===== config.mk =====
export PLATFORM = sky130hd
export DESIGN_NAME = sn7404_test_sequencer
export DESIGN_NICKNAME = d
export VERILOG_FILES = /design/src/rtl/sn7404_test_sequencer.sv
export SDC_FILE = /design/constraint.sdc
export NUM_CORES = 1
export LEC_CHECK = 0
export BUFFER_PORTS_ARGS = -buffer_cell sky130_fd_sc_hd__buf_2
export CAP_MARGIN = 20
export CORE_UTILIZATION = 50
export CTS_BUF_LIST = sky130_fd_sc_hd__clkbuf_4
export CTS_CLUSTER_SIZE = 25
export DETAILED_ROUTE_END_ITERATION = 16
export GPL_TIMING_DRIVEN = 0
export PLACE_DENSITY = 0.83
export SYNTH_ARGS = -nofsm -noshare
export SYNTH_HDL_FRONTEND = slang
export SYNTH_SLANG_ARGS = --single-unit

===== constraint.sdc =====
create_clock -name CLK -period 4.7 [get_ports CLK]
set_clock_uncertainty 0.15 [all_clocks]
set_input_delay 0.705 -clock CLK [delete_from_list [all_inputs] [get_ports CLK]]
set_output_delay 0.705 -clock CLK [all_outputs]
set_load 0.02 [all_outputs]

===== src/rtl/sn7404_test_sequencer.sv =====
// ============================================================================
//  Module   : sn7404_test_sequencer
//  Purpose  : Powers an SN7404 socket, checks all 64 input vectors and an
//             unpowered hold check, then reports pass/fail and a gate mask.
//  Revision : 1.0  initial release
// ============================================================================
`default_nettype none

module sn7404_test_sequencer #(
    parameter int POWER_CYCLES  = 4,
    parameter int SETTLE_CYCLES = 2,
    parameter int HOLD_CHECK    = 1
) (
    input  logic       CLK,
    input  logic       RESET,
    input  logic       START,
    output logic       DUT_VCC,
    output logic       DUT_GND,
    output logic [5:0] DUT_IN,
    input  logic [5:0] DUT_OUT,
    output logic       BUSY,
    output logic       DONE,
    output logic       PASS,
    output logic [5:0] FAIL_MASK,
    output logic [6:0] VEC_COUNT
);

    localparam int c_CNT_MAX = (POWER_CYCLES > SETTLE_CYCLES) ? POWER_CYCLES : SETTLE_CYCLES;
    localparam int c_CNT_W   = $clog2(c_CNT_MAX + 1);
    localparam logic [c_CNT_W-1:0] c_POWER_LAST  = c_CNT_W'(POWER_CYCLES);
    localparam logic [c_CNT_W-1:0] c_SETTLE_LAST = c_CNT_W'((SETTLE_CYCLES > 0) ? SETTLE_CYCLES - 1 : 0);
    localparam logic c_HAS_SETTLE = (SETTLE_CYCLES > 0);
    localparam logic c_HOLD_EN    = (HOLD_CHECK != 0);

    typedef enum logic [3:0] {
        ST_IDLE         = 4'd0,
        ST_POWER        = 4'd1,
        ST_DRIVE        = 4'd2,
        ST_SETTLE       = 4'd3,
        ST_CHECK        = 4'd4,
        ST_HOLD_DRIVE   = 4'd5,
        ST_HOLD_SETTLE  = 4'd6,
        ST_HOLD_CHECK_S = 4'd7,
        ST_DONE         = 4'd8
    } state_t;

    state_t               r_state, w_state_nxt;
    logic [c_CNT_W-1:0]   r_cnt, w_cnt_nxt;
    logic [5:0]           r_vec, w_vec_nxt;
    logic [5:0]           r_dut_in, w_dut_in_nxt;
    logic                 r_vcc, w_vcc_nxt;
    logic                 r_busy, w_busy_nxt;
    logic                 r_done, w_done_nxt;
    logic                 r_pass, w_pass_nxt;
    logic [5:0]           r_fail_mask, w_fail_mask_nxt;
    logic [6:0]           r_vec_count, w_vec_count_nxt;

    logic [5:0]           w_expect;
    logic [5:0]           w_mismatch;
    logic [5:0]           w_mask_merged;

    // Outside CHECK the only compare is the hold check, which expects the
    // all-zero outputs retained from vector 63.
    assign w_expect = (r_state == ST_CHECK) ? ~r_vec : 6'b000000;

    // Case-inequality so an X or Z on a socket pin is flagged as a failure.
    genvar gi;
    generate
        for (gi = 0; gi < 6; gi++) begin : g_cmp
            assign w_mismatch[gi] = (DUT_OUT[gi] !== w_expect[gi]);
        end
    endgenerate

    assign w_mask_merged = r_fail_mask | w_mismatch;

    always_comb begin
        w_state_nxt     = r_state;
        w_cnt_nxt       = r_cnt;
        w_vec_nxt       = r_vec;
        w_dut_in_nxt    = r_dut_in;
        w_vcc_nxt       = r_vcc;
        w_busy_nxt      = r_busy;
        w_done_nxt      = 1'b0;
        w_pass_nxt      = r_pass;
        w_fail_mask_nxt = r_fail_mask;
        w_vec_count_nxt = r_vec_count;

        case (r_state)
            ST_IDLE: begin
                if (START) begin
                    w_state_nxt     = ST_POWER;
                    w_cnt_nxt       = '0;
                    w_vec_nxt       = 6'd0;
                    w_fail_mask_nxt = 6'd0;
                    w_vec_count_nxt = 7'd0;
                    w_pass_nxt      = 1'b0;
                    w_busy_nxt      = 1'b1;
                    w_vcc_nxt       = 1'b1;
                end
            end
            ST_POWER: begin
                if (r_cnt == c_POWER_LAST) begin
                    w_state_nxt  = ST_DRIVE;
                    w_dut_in_nxt = r_vec;
                end else begin
                    w_cnt_nxt = r_cnt + 1'b1;
                end
            end
            ST_DRIVE: begin
                w_cnt_nxt = '0;
                if (c_HAS_SETTLE) w_state_nxt = ST_SETTLE;
                else              w_state_nxt = ST_CHECK;
            end
            ST_SETTLE: begin
                if (r_cnt == c_SETTLE_LAST) w_state_nxt = ST_CHECK;
                else                        w_cnt_nxt   = r_cnt + 1'b1;
            end
            ST_CHECK: begin
                w_fail_mask_nxt = w_mask_merged;
                w_vec_count_nxt = r_vec_count + 7'd1;
                if (r_vec == 6'd63) begin
                    w_vec_nxt = 6'd0;
                    if (c_HOLD_EN) begin
                        w_state_nxt  = ST_HOLD_DRIVE;
                        w_vcc_nxt    = 1'b0;
                        w_dut_in_nxt = 6'd0;
                    end else begin
                        w_state_nxt = ST_DONE;
                        w_done_nxt  = 1'b1;
                        w_busy_nxt  = 1'b0;
                        w_vcc_nxt   = 1'b0;
                        w_pass_nxt  = (w_mask_merged == 6'd0);
                    end
                end else begin
                    w_vec_nxt    = r_vec + 6'd1;
                    w_dut_in_nxt = r_vec + 6'd1;
                    w_state_nxt  = ST_DRIVE;
                end
            end
            ST_HOLD_DRIVE: begin
                w_cnt_nxt = '0;
                if (c_HAS_SETTLE) w_state_nxt = ST_HOLD_SETTLE;
                else              w_state_nxt = ST_HOLD_CHECK_S;
            end
            ST_HOLD_SETTLE: begin
                if (r_cnt == c_SETTLE_LAST) w_state_nxt = ST_HOLD_CHECK_S;
                else                        w_cnt_nxt   = r_cnt + 1'b1;
            end
            ST_HOLD_CHECK_S: begin
                w_fail_mask_nxt = w_mask_merged;
                w_state_nxt     = ST_DONE;
                w_done_nxt      = 1'b1;
                w_busy_nxt      = 1'b0;
                w_vcc_nxt       = 1'b0;
                w_pass_nxt      = (w_mask_merged == 6'd0);
            end
            ST_DONE: begin
                w_state_nxt  = ST_IDLE;
                w_dut_in_nxt = 6'd0;
            end
            default: begin
                w_state_nxt = ST_IDLE;
            end
        endcase
    end

    always_ff @(posedge CLK) begin
        if (RESET) begin
            r_state     <= ST_IDLE;
            r_cnt       <= '0;
            r_vec       <= 6'd0;
            r_dut_in    <= 6'd0;
            r_vcc       <= 1'b0;
            r_busy      <= 1'b0;
            r_done      <= 1'b0;
            r_pass      <= 1'b0;
            r_fail_mask <= 6'd0;
            r_vec_count <= 7'd0;
        end else begin
            r_state     <= w_state_nxt;
            r_cnt       <= w_cnt_nxt;
            r_vec       <= w_vec_nxt;
            r_dut_in    <= w_dut_in_nxt;
            r_vcc       <= w_vcc_nxt;
            r_busy      <= w_busy_nxt;
            r_done      <= w_done_nxt;
            r_pass      <= w_pass_nxt;
            r_fail_mask <= w_fail_mask_nxt;
            r_vec_count <= w_vec_count_nxt;
        end
    end

    assign DUT_VCC   = r_vcc;
    assign DUT_GND   = 1'b0;
    assign DUT_IN    = r_dut_in;
    assign BUSY      = r_busy;
    assign DONE      = r_done;
    assign PASS      = r_pass;
    assign FAIL_MASK = r_fail_mask;
    assign VEC_COUNT = r_vec_count;

endmodule

`default_nettype wire


* Word-level counts from Yosys, hierarchy flattened
Index checks and enable logic that the tools add are counted.
** Cells by class
- Add/subtract/negate cells :: 3
- Reductions and logical operators :: 18
- Bitwise logic cells :: 2
- Equality and inequality tests :: 24
- Muxes and demuxes :: 26
** Operator list (number)
- 4-bit one-hot mux with 8 select lines :: 1
- 6-bit two-way mux :: 4
- 6-bit one-hot mux with 2 select lines :: 2
- 6-bit one-hot mux with 3 select lines :: 1
- 4-bit by 3-bit equality test with 1-bit output, second input constant :: 4
- 4-bit two-way mux :: 4
- 7-bit one-hot mux with 2 select lines :: 1
- 3-bit two-way mux :: 4
- 2-bit != test, second input constant :: 6
- 3-bit one-hot mux with 4 select lines :: 1
- 4-bit by 2-bit equality test with 1-bit output, second input constant :: 2
- 2-bit AND reduction :: 4
- 4-bit AND reduction :: 2
- 7-bit by 1-bit adder with 7-bit output, second input constant :: 1
- 7-bit two-way mux :: 1
- 6-bit by 1-bit adder with 6-bit output, second input constant :: 1
- 6-bit equality test, second input constant :: 1
- 6-bit zero test :: 1
- 1-bit case inequality test :: 6
- 6-bit inverter :: 1
- 6-bit OR :: 1
- 2-bit nonzero test :: 3
- 3-bit nonzero test :: 2
- 2-bit OR reduction :: 3
- other kinds (12) :: 16
** Storage, ports and cells
- Bits of input ports :: 9
- Bits in registers :: 36
- Output and inout bits :: 24
- Logic and storage cells :: 83

* Logic depth before layout (Yosys ltp)
Gate-level depths: netlist of the first run.
- Depth in word-level cells :: 6
- Depth in mapped cells :: 8
- Depth with buffers taken out :: 7

* Least setup slack after synthesis of the first run
No wires, ideal clock.
- Path type :: reg2reg
- From :: register r_state[0]
- To :: register r_pass (netlist: PASS)
- Buffers on the path :: 1
- Required time :: 4.463 ns
- Arrival :: 1.653 ns
- Setup time :: 0.087 ns
- Cell stages (with the launch flop) :: 7
- Period minus slack after synthesis :: 1.890 ns
- Slack :: 2.810 ns
- Path through :: dfxtp_1 -> or4b_1 -> buf_2 -> nor2_1 -> xor2_1 -> or3_1 -> o31ai_1
** Between the ends
- Longest elaborated chain between the ends :: 6
- Elaborated cells on any way between the ends :: 16
- Those cells by class :: eq/ne: 9; mux: 2; bitwise: 1; reduce/logical: 4
** RTL lines
- start: declaration :: line 47 : state_t r_state, w_state_nxt;
- start signal: assignment :: line 180 : r_state <= w_state_nxt;
- 4-bit by 3-bit equality test with 1-bit output :: line 64, 88
- 6-bit two-way mux :: line 64 : assign w_expect = (r_state == ST_CHECK) ? ~r_vec : 6'b000000;
- 1-bit case inequality test :: line 70 : assign w_mismatch[gi] = (DUT_OUT[gi] !== w_expect[gi]);
- 6-bit OR :: line 74 : assign w_mask_merged = r_fail_mask | w_mismatch;
- 6-bit zero test :: line 155 : w_pass_nxt = (w_mask_merged == 6'd0);
- 1-bit one-hot mux with 2 select lines :: line 88 : case (r_state)
- end signal: assignment :: line 187 : r_pass <= w_pass_nxt;
- end: declaration :: line 54 : logic r_pass, w_pass_nxt;
Several ways; a longest one is shown, not always the timed one.
A chain may end at the register's enable or synchronous reset.

* Worst setup path after layout of the first run
- From :: register r_state[1]
- To :: register r_fail_mask[1] (netlist: FAIL_MASK[1])
** Between the ends
- Longest elaborated chain between the ends :: 5
- Elaborated cells on any way between the ends :: 11
- Those cells by class :: eq/ne: 4; mux: 2; bitwise: 1; reduce/logical: 4
** RTL lines
- 4-bit by 3-bit equality test with 1-bit output :: line 64, 88
- 6-bit two-way mux :: line 64
- 1-bit case inequality test :: line 70
- 6-bit OR :: line 74
- 6-bit one-hot mux with 2 select lines :: line 88
- end signal: assignment :: line 188 : r_fail_mask <= w_fail_mask_nxt;
- end: declaration :: line 55 : logic [5:0] r_fail_mask, w_fail_mask_nxt;
Several ways; a longest one is shown, not always the timed one.

==> results of run 1 <==
==> registers in the layout, indices dropped and copies added (netlist names) <==
name       flops
DUT_VCC        1
FAIL_MASK      6
r_cnt          3
DUT_IN         6
DONE           1
BUSY           1
r_vec          6
VEC_COUNT      7
r_state        4
PASS           1
==> cell usage in the layout (no fill, tap or decap), types with 2 or more instances in the layout <==
cell      netlist  routed
a211oi_1        4       4
a21oi_1        16      16
a22oi_1         8       8
a311oi_1        4       4
a31o_1          2       2
a31oi_1         3       3
buf_2           5      35
clkbuf_1        9       9
clkbuf_4        0       7
dfxtp_1        36      36
ha_1            5       5
inv_1           7       7
mux2_1          2       2
mux2_2          2       2
nand2_1        15      15
nand2b_1        7       7
nand3_1        14      14
nand3b_1        3       3
nand4b_1        2       2
nor2_1         40      40
nor2b_1         4       4
nor3_1          3       3
nor3b_1         2       2
o21ai_0         5       5
o21ai_1         6       6
o31ai_1         2       2
or2_1           2       2
or3_1           4       4
xnor2_1         3       3
xor2_1          7       7
==> through the flow <==
| step | hold slack [ns] | area (um2) |
|---|---|---|
| global route | 0.344 | 2230 |
| floorplan | 0.353 | 1960 |
| finish | 0.327 | 2230 |
| global placement | 0.281 | 2170 |
| CTS | 0.331 | 2230 |
| detailed placement | 0.317 | 2170 |
==> layer usage <==
| layer | global-route usage (%) | part of all wire [%] | wire [um] | vias to the layer above |
|---|---|---|---|---|
| met5 | 0 | 0 | 0 | - |
| met4 | 10.8 | 1.9 | 89 | 0 |
| met3 | 5.28 | 4.8 | 225 | 10 |
| met2 | 40.8 | 47 | 2190 | 59 |
| met1 | 32.4 | 47 | 2180 | 883 |
| li1 | - | - | - | 938 |
==> power groups by stage <==
| stage | sequential, W | clock, W | combinational, W |
|---|---|---|---|
| global placement | 0.000324 | 0 | 0.0000792 |
| floorplan | 0.000326 | 0 | 0.0000557 |
| CTS | 0.000318 | 0.000173 | 0.0000816 |
| global route | 0.000318 | 0.000188 | 0.0000920 |
| detailed placement | 0.000325 | 0 | 0.0000814 |
| finish | 0.000318 | 0.000173 | 0.0000823 |
==> final cells by class <==
cell class / count / area, um2
Fill cell: 358 / 1490
Multi-Input combinational cell: 185 / 1140
Sequential cell: 36 / 721
Timing Repair Buffer: 30 / 150
Buffer: 16 / 77.6
Tap cell: 48 / 60.1
Clock buffer: 7 / 52.6
Inverter: 7 / 26.3
Clock inverter: 1 / 3.75
==> Yosys cell counts (2+ instances only) <==
library cell | count | area, um2
nand2b_1 | 7 | 43.8
nand3_1 | 14 | 70.1
nor2_1 | 40 | 150
mux2_2 | 2 | 22.5
o21ai_1 | 6 | 30.0
a211oi_1 | 4 | 30.0
nor3_1 | 3 | 15.0
a21oi_1 | 16 | 80.1
o21ai_0 | 5 | 25.0
clkbuf_1 | 9 | 33.8
nand4b_1 | 2 | 17.5
buf_2 | 5 | 25.0
xor2_1 | 7 | 61.3
nand2_1 | 15 | 56.3
a31o_1 | 2 | 17.5
a31oi_1 | 3 | 18.8
nor3b_1 | 2 | 15.0
a22oi_1 | 8 | 60.1
mux2_1 | 2 | 22.5
a311oi_1 | 4 | 35.0
nand3b_1 | 3 | 22.5
or2_1 | 2 | 12.5
o31ai_1 | 2 | 15.0
inv_1 | 7 | 26.3
dfxtp_1 | 36 | 721
or3_1 | 4 | 25.0
nor2b_1 | 4 | 25.0
xnor2_1 | 3 | 26.3
ha_1 | 5 | 62.6
==> worst max-delay path, cell delays in order (launching register included) <==
cell and delay [ns]:
dfxtp_1 0.47, clkbuf_1 0.41, xor2_1 0.15, nor3b_1 0.71, a22oi_1 0.15, nor2_1 0.17
==> path summary, 6_finish.rpt <==
check                           startpoint           end  depth (start not counted)
worst max-delay path            r_state[1]  FAIL_MASK[1]                          5
worst min-delay path                  BUSY          BUSY                          2
worst max register to register  r_state[1]  FAIL_MASK[1]                          5
worst min register to register        BUSY          BUSY                          2
==> cells by family after synthesis <==
family | synth area share (%)
XOR/XNOR | 4.46
multiplexers | 2.29
other | 0.191
adder cells (fa/ha/maj) | 3.19
buffers and inverters | 5.29
AO/OA/AOI/OAI | 20.8
flip-flops | 36.7
AND/OR/NAND/NOR | 27.0
==> impl_metrics.tcl, run 1 <==
set metrics [dict create \
    track_usage_pct 25.3 \
    cp.arrival_ns 2.39 \
    endpoint_kind "flop" \
    start_util_pct 52.8 \
    power_density_nw_per_um2 257 \
    cp.required_ns 4.82 \
    cts.sinks 36 \
    yosysUniqueCellTypes 51 \
    ctsResizeCount 0 \
    cts_max_path_buffers 2 \
    hold_class "flop to flop" \
    switchingPower_w 0.000163 \
    pwr-share-seq_pct 55.5 \
    status "finished clean" \
    p_comb_share_pct 14.4 \
    antennaDiodeCount 0 \
    antenna_found_initial 0 \
    finalHoldViolations 0 \
    place_hpwl_um 3330 \
    fin_ws_ns 2.43 \
    path_clk_slew_ns 0.11 \
    pre_cts_slack_ns 2.50 \
    grt_max_degree 11 \
    relSlewSlack_pct 44.0 \
    p_clk_share_pct 30.2 \
    layout.nets 295 \
    synth.yosys.seq_area_share_pct 36.7 \
    syn_nets 258 \
    final_util_pct 60.0 \
    numCtsBuffers 5 \
    tightest_slew_ns 0.838 \
    clkLatencyLatePin_ns 0.34 \
    netlist_area_um2 1960 \
    maxCapViolations 0 \
    grt_pass1_vias 1764 \
    routedWlPerCell_um 14.2 \
    dieArea_um2 4180 \
    dieHeight_um 64.7 \
    final.min_clock_period_ns 2.27 \
    drive_gt1_share_pct 18.4 \
    drt_iter0_markers 98 \
    setup.worst_path.class "flop to flop" \
    syn_area_per_cell_um2 8.05 \
    irDropWorstVdd_uv 185 \
    setup_viol 0 \
    cts_root_buf "clkbuf_4" \
    ys_ff_latch 36 \
    leakagePower_nw 0.879 \
    synth_edf_count 0 \
    ios 33 \
    first_pass_iters 4 \
    grt_pass1_wl_um 8070 \
    drc 0 \
    ys_warn_count 0 \
    die_w_um 64.7 \
    r2r_slack_ns 2.43 \
    grt_overflow 0 \
    async_flop_share_pct 0 \
    period_share_pct 48.4 \
    gp_congestion 0.913 \
    cts_tree "yes" \
    path_max_fanout 10 \
    via_per_inst 5.73 \
    finalSetupTns_ns 0 \
    cts_setup_buffers 0 \
    fin_cells 330 \
    drt-total-wl_um 4690 \
    power_w 0.000573 \
    internal_power_w 0.000410 \
    cts-hold-fix-buffers 0 \
    portBuffers 30 \
    crit_path_start_kind "flop" \
    area_growth_pct 13.6 \
    cts.htree.levels 2 \
    ant_nets 0 \
    syn-instance-count 244 \
    place_inst 322 \
    slew_violations 0 \
    fmax_mhz 440 \
    p_sw_share_pct 28.5 \
    coreArea_um2 3720 \
    synth_ff_type "dfxtp_1" \
    rsz0062_at_grt "no" \
    rows 22 \
    vias 1890 \
]
(Power assumes the default switching activity.)
==> run 2, diff against run 1 <==
PLACE_DENSITY = 0.86   (was 0.83)
clock period = 1.8 ns   (was 4.7 ns; I/O delays follow)
==> run 2 against run 1 <==
The run now ends with setup timing left; cell count increased by 4.8%; setup slack lost 2.6 ns; power rose to 2.7 times the previous value; die area stayed put; global-route usage is 1.2 points higher; register-to-register slack worse by 2.6 ns; sequential power rose to 2.6 times the previous value; critical path type unchanged; largest cell class unchanged; largest power group unchanged.
==> impl_metrics.tcl, run 2 (synthesis gave the netlist of run 1 again) <==
set metrics [dict create \
    status "finished, violations left" \
    violations "setup timing" \
    grt_pass1_vias 1878 \
    cts_tree "yes" \
    grt_pass1_wl_um 8490 \
    coreArea_um2 3720 \
    place_hpwl_um 3270 \
    cts_root_buf "clkbuf_4" \
    drc 0 \
    setup_viol 16 \
    cp_cell_sequence "or4b_4 > buf_4 > nor2_4 > nand3_1 > mux2_1 > nor2_1" \
    timing.hold.ws_ns 0.169 \
    drt_iter0_markers 212 \
    r2r_slack_ns -0.20 \
    finalHoldViolations 0 \
    final_common_cell "nor2_1" \
    largest_register_ffs 7 \
    rsz0062_at_grt "yes" \
    grt_overflow 0 \
    start_util_pct 52.8 \
    cts_max_path_buffers 2 \
    ios 33 \
    rows 22 \
    leakagePower_nw 1.05 \
    crit_path_start_kind "flop" \
    final.min_clock_period_ns 2.00 \
    antennaDiodeCount 0 \
    dieArea_um2 4180 \
    drive_gt1_share_pct 41.6 \
    slew_violations 0 \
    maxCapViolations 0 \
    path_max_fanout 8 \
    dieHeight_um 64.7 \
    power_density_nw_per_um2 571 \
    fin_ws_ns -0.202 \
    first_pass_iters 6 \
    via_per_inst 6.08 \
    routedWlPerCell_um 17.3 \
    cp.arrival_ns 2.13 \
    cts-hold-fix-buffers 0 \
    clkLatencyLatePin_ns 0.35 \
    fin_cells 346 \
    cp.required_ns 1.93 \
    cpPeakStageDelay_ns 0.63 \
    place_inst 322 \
    antenna_found_initial 0 \
    area_growth_pct 40.0 \
    layout.nets 312 \
    period_share_pct 111 \
    tightest_slew_ns 0.575 \
    crit_slowest_cell "or4b_4" \
    track_usage_pct 26.4 \
    hold_class "input port to flop" \
    vias 2102 \
    relSlewSlack_pct 61.7 \
    fmax_mhz 500 \
    cts.htree.levels 2 \
    final_util_pct 73.9 \
    irDropWorstVdd_uv 447 \
    drt-total-wl_um 5990 \
    numCtsBuffers 5 \
    portBuffers 30 \
    cts.sinks 36 \
    grt_max_degree 11 \
    path_clk_slew_ns 0.10 \
    die_w_um 64.7 \
    power_w 0.00157 \
    endpoint_kind "flop" \
    gp_congestion 0.903 \
    layout_common_cells "31 x nor2_1, 30 x buf_2, 26 x dfxtp_1, 21 x buf_4, 14 x nand2_1" \
    setup.worst_path.class "flop to flop" \
    ant_nets 0 \
]
-- run 2: cell types whose count changed in the layout (fill, tap and decap cells not counted), sizes merged --
cell	change
buf	+20
clkbuf	-4
-- run 2: worst paths after layout --
kind         cells past startpoint       start           end
max                              6  r_state[3]  VEC_COUNT[5]
max reg2reg                      6  r_state[3]  VEC_COUNT[5]
min reg2reg                      2        BUSY          BUSY
min                              3  DUT_OUT[1]          PASS
-- run 2: per-stage QoR --
stage	cell area (um2)	worst slack (ns)	TNS, ns
after global routing	2750	-0.279	-2.89
final	2750	-0.202	-1.10
after global placement	2190	-0.257	-4.63
after floorplan	1980	-0.0320	-0.0320
after CTS	2450	-0.156	-0.473
after detailed placement	2190	-0.273	-5.61
-- run 2: cell type report --
cell class | instances | area [um2]
Multi-Input combinational cell | 185 | 1440
Inverter | 7 | 28.8
Clock inverter | 1 | 5.00
Clock buffer | 6 | 45.0
Sequential cell | 36 | 748
Tap cell | 48 | 60.1
Fill cell | 256 | 968
Buffer | 12 | 97.6
Timing Repair Buffer | 51 | 324
-- run 2: layer usage --
layer,global-route usage [%],up-vias,part of all wire [%]
met2,43.7,114,49
met1,33.7,990,42
met4,10.0,0,2.5
met3,5.46,21,6.9
met5,0,-,0
li1,-,977,-
-- run 2: where the power goes --
part / total (W) / internal [W] / switching (W)
logic: 0.000313 / 0.000122 / 0.000191
clock network: 0.000425 / 0.000159 / 0.000266
registers: 0.000831 / 0.000809 / 0.0000221
-- run 2: timing repair --
action                     4_1_cts  5_1_grt
resized for setup               43       49
pin swaps                        8       11
setup endpoints to repair       34       34
setup buffers                    9       12
gates cloned                     0        0
-- run 2: critical path, delay by kind of cell (launching register included) --
| family | cells | cell delay [ns] |
|---|---|---|
| buffers and inverters | 1 | 0.19 |
| DFF | 1 | 0.37 |
| muxes | 1 | 0.33 |
| and+or+nand+nor | 4 | 0.90 |
==> run 3, diff against run 2 <==
CTS_CLUSTER_DIAMETER = 200   (was default)
GPL_TIMING_DRIVEN = default   (was 0)
==> run 3 against run 2 <==
The run still ends with setup timing left; first-iteration DRC count decreased by 5.2%; register-to-register slack is essentially flat; design area decreased by 0.41%; clock power rose by 4%; flip-flop and latch count is the same; worst hold slack worse by 0.0099 ns; combinational power rose by 2%; power grew 0.93%; critical path depth fell by 1; largest cell class unchanged; highest routed layer unchanged.
==> impl_metrics.tcl, run 3 (synthesis gave the netlist of run 1 again) <==
set metrics [dict create \
    ios 33 \
    crit_buf_inv 0 \
    fin_cells 349 \
    via_per_inst 6.02 \
    clkLatencyLatePin_ns 0.34 \
    path_clk_slew_ns 0.10 \
    track_usage_pct 24.8 \
    r2r_slack_ns -0.19 \
    dieHeight_um 64.7 \
    gp_congestion 0.904 \
    place_inst 334 \
    ant_nets 0 \
    cp.arrival_ns 2.09 \
    rr_worst_depth 5 \
    path_max_fanout 3 \
    cts.sinks 36 \
    p_clk_share_pct 27.9 \
    cts_root_buf "clkbuf_4" \
    first_pass_iters 4 \
    power_density_nw_per_um2 579 \
    final.min_clock_period_ns 1.99 \
    grt_max_degree 36 \
    cts.htree.levels 2 \
    drt-total-wl_um 6030 \
    start_util_pct 52.8 \
    drt_iter0_markers 201 \
    irDropWorstVdd_uv 602 \
    rows 22 \
    cpPeakStageDelay_ns 0.59 \
    power_w 0.00158 \
    layout_common_cells "32 x dfxtp_1, 32 x buf_2, 30 x nor2_1, 25 x buf_4, 13 x nand2_1" \
    cts_max_path_buffers 2 \
    reg2reg_from "r_state[1]" \
    hold_class "input port to flop" \
    hold_end "PASS" \
    fmax_mhz 503 \
    cp.required_ns 1.91 \
    crit_family "simple AND/OR/NAND/NOR gates" \
    maxCapViolations 0 \
    worstHoldPathCells 3 \
    p_comb_share_pct 20.1 \
    routedWlPerCell_um 17.3 \
    grt_overflow 0 \
    period_share_pct 110 \
    grt_pass1_vias 1763 \
    coreArea_um2 3720 \
    p_sw_share_pct 29.1 \
    timing.hold.ws_ns 0.159 \
    area_growth_pct 39.4 \
    cp_cell_sequence "or4b_4 > nor2_4 > xor2_1 > or3_1 > o31ai_1" \
    antenna_found_initial 0 \
    drive_gt1_share_pct 42.2 \
    reg2reg_to "PASS" \
    setup.worst_path.class "flop to flop" \
    pre_cts_slack_ns -0.127 \
    switchingPower_w 0.000461 \
    dieArea_um2 4180 \
    status "finished, violations left" \
    numCtsBuffers 5 \
    largest_register_ffs 7 \
    antennaDiodeCount 0 \
    cts_tree "yes" \
    setup_viol 21 \
    endpoint_kind "flop" \
    portBuffers 31 \
    rsz0062_at_grt "yes" \
    crit_slowest_cell "or4b_4" \
    finalHoldViolations 0 \
    drc 0 \
    crit_path_start_kind "flop" \
    leakagePower_nw 1.08 \
    place_hpwl_um 3180 \
    fin_ws_ns -0.187 \
    hold_start "DUT_OUT[1]" \
    die_w_um 64.7 \
    vias 2102 \
    pwr-share-seq_pct 52.0 \
    grt_pass1_wl_um 7990 \
    internal_power_w 0.00112 \
    slew_violations 0 \
    violations "setup timing" \
    layout.nets 314 \
]
-- run 3: cell types whose count changed in the layout (fill, tap and decap cells not counted), moves of 3 or more --
cell | previous run | this run
a21oi_1 | 13 | 6
a21oi_2 | 3 | 10
buf_4 | 21 | 25
clkbuf_1 | 4 | 0
dfxtp_1 | 26 | 32
dfxtp_4 | 6 | 0
ha_1 | 2 | 5
-- run 3: per-stage QoR --
| stage | util [%] | area [um2] | setup TNS [ns] |
|---|---|---|---|
| finish | 73.6 | 2740 | -1.33 |
| global route | 73.6 | 2740 | -3.38 |
| CTS | 66.4 | 2470 | -0.317 |
| detailed placement | 62.4 | 2320 | -0.670 |
| global placement | 62.4 | 2320 | -0.374 |
| floorplan | - | 1980 | -0.0320 |
-- run 3: final cells by class --
| type | count | area, um2 |
|---|---|---|
| Inverter | 7 | 26.3 |
| Clock buffer | 7 | 52.6 |
| Timing Repair Buffer | 65 | 463 |
| Multi-Input combinational cell | 185 | 1410 |
| Sequential cell | 36 | 726 |
| Fill cell | 242 | 980 |
| Clock inverter | 1 | 3.75 |
| Tap cell | 48 | 60.1 |
-- run 3: per-layer routing --
layer	share of wire, %	track usage [%]	wire, um	vias up
met1	41	32.0	2500	1012
li1	-	-	-	979
met4	3.0	10.3	183	0
met3	6.4	5.28	385	20
met5	0	0	0	-
met2	49	39.9	2970	91
-- run 3: worst max-delay path by stage --
| stage | start | to | slack, ns | depth (start not counted) |
|---|---|---|---|---|
| 2_1_floorplan | r_state[1] | PASS | -0.03 | 6 |
| 3_3_place_gp | r_state[3] | VEC_COUNT[5] | -0.09 | 6 |
| 3_5_place_dp | r_state[3] | VEC_COUNT[6] | -0.13 | 6 |
| 4_1_cts | r_state[3] | VEC_COUNT[6] | -0.07 | 6 |
| 5_1_grt | r_state[1] | PASS | -0.27 | 6 |
| 6_report | r_state[1] | PASS | -0.19 | 5 |
-- run 3: worst reg2reg max path, delay by kind of cell (launching register included) --
family          cells  cell delay, ns
simple gates        3            1.05
flops               1            0.34
compound gates      1            0.27
xor+xnor            1            0.10
-- run 3: timing repair --
item                                    in CTS  in global routing
hold buffers                                 1                  0
hold endpoints to repair                     1                  0
endpoints found under the setup margin      17                 31
setup buffers                                1                  3
pin swaps                                    2                 17
resized for setup                           19                 52
cloned                                       1                  1
-- run 3: power groups by stage --
stage | Sequential, W | Combinational [W] | Clock, W
global route | 0.000827 | 0.000339 | 0.000476
finish | 0.000824 | 0.000318 | 0.000442
global placement | 0.000838 | 0.000242 | 0
floorplan | 0.000853 | 0.000147 | 0
detailed placement | 0.000838 | 0.000248 | 0
CTS | 0.000821 | 0.000269 | 0.000441
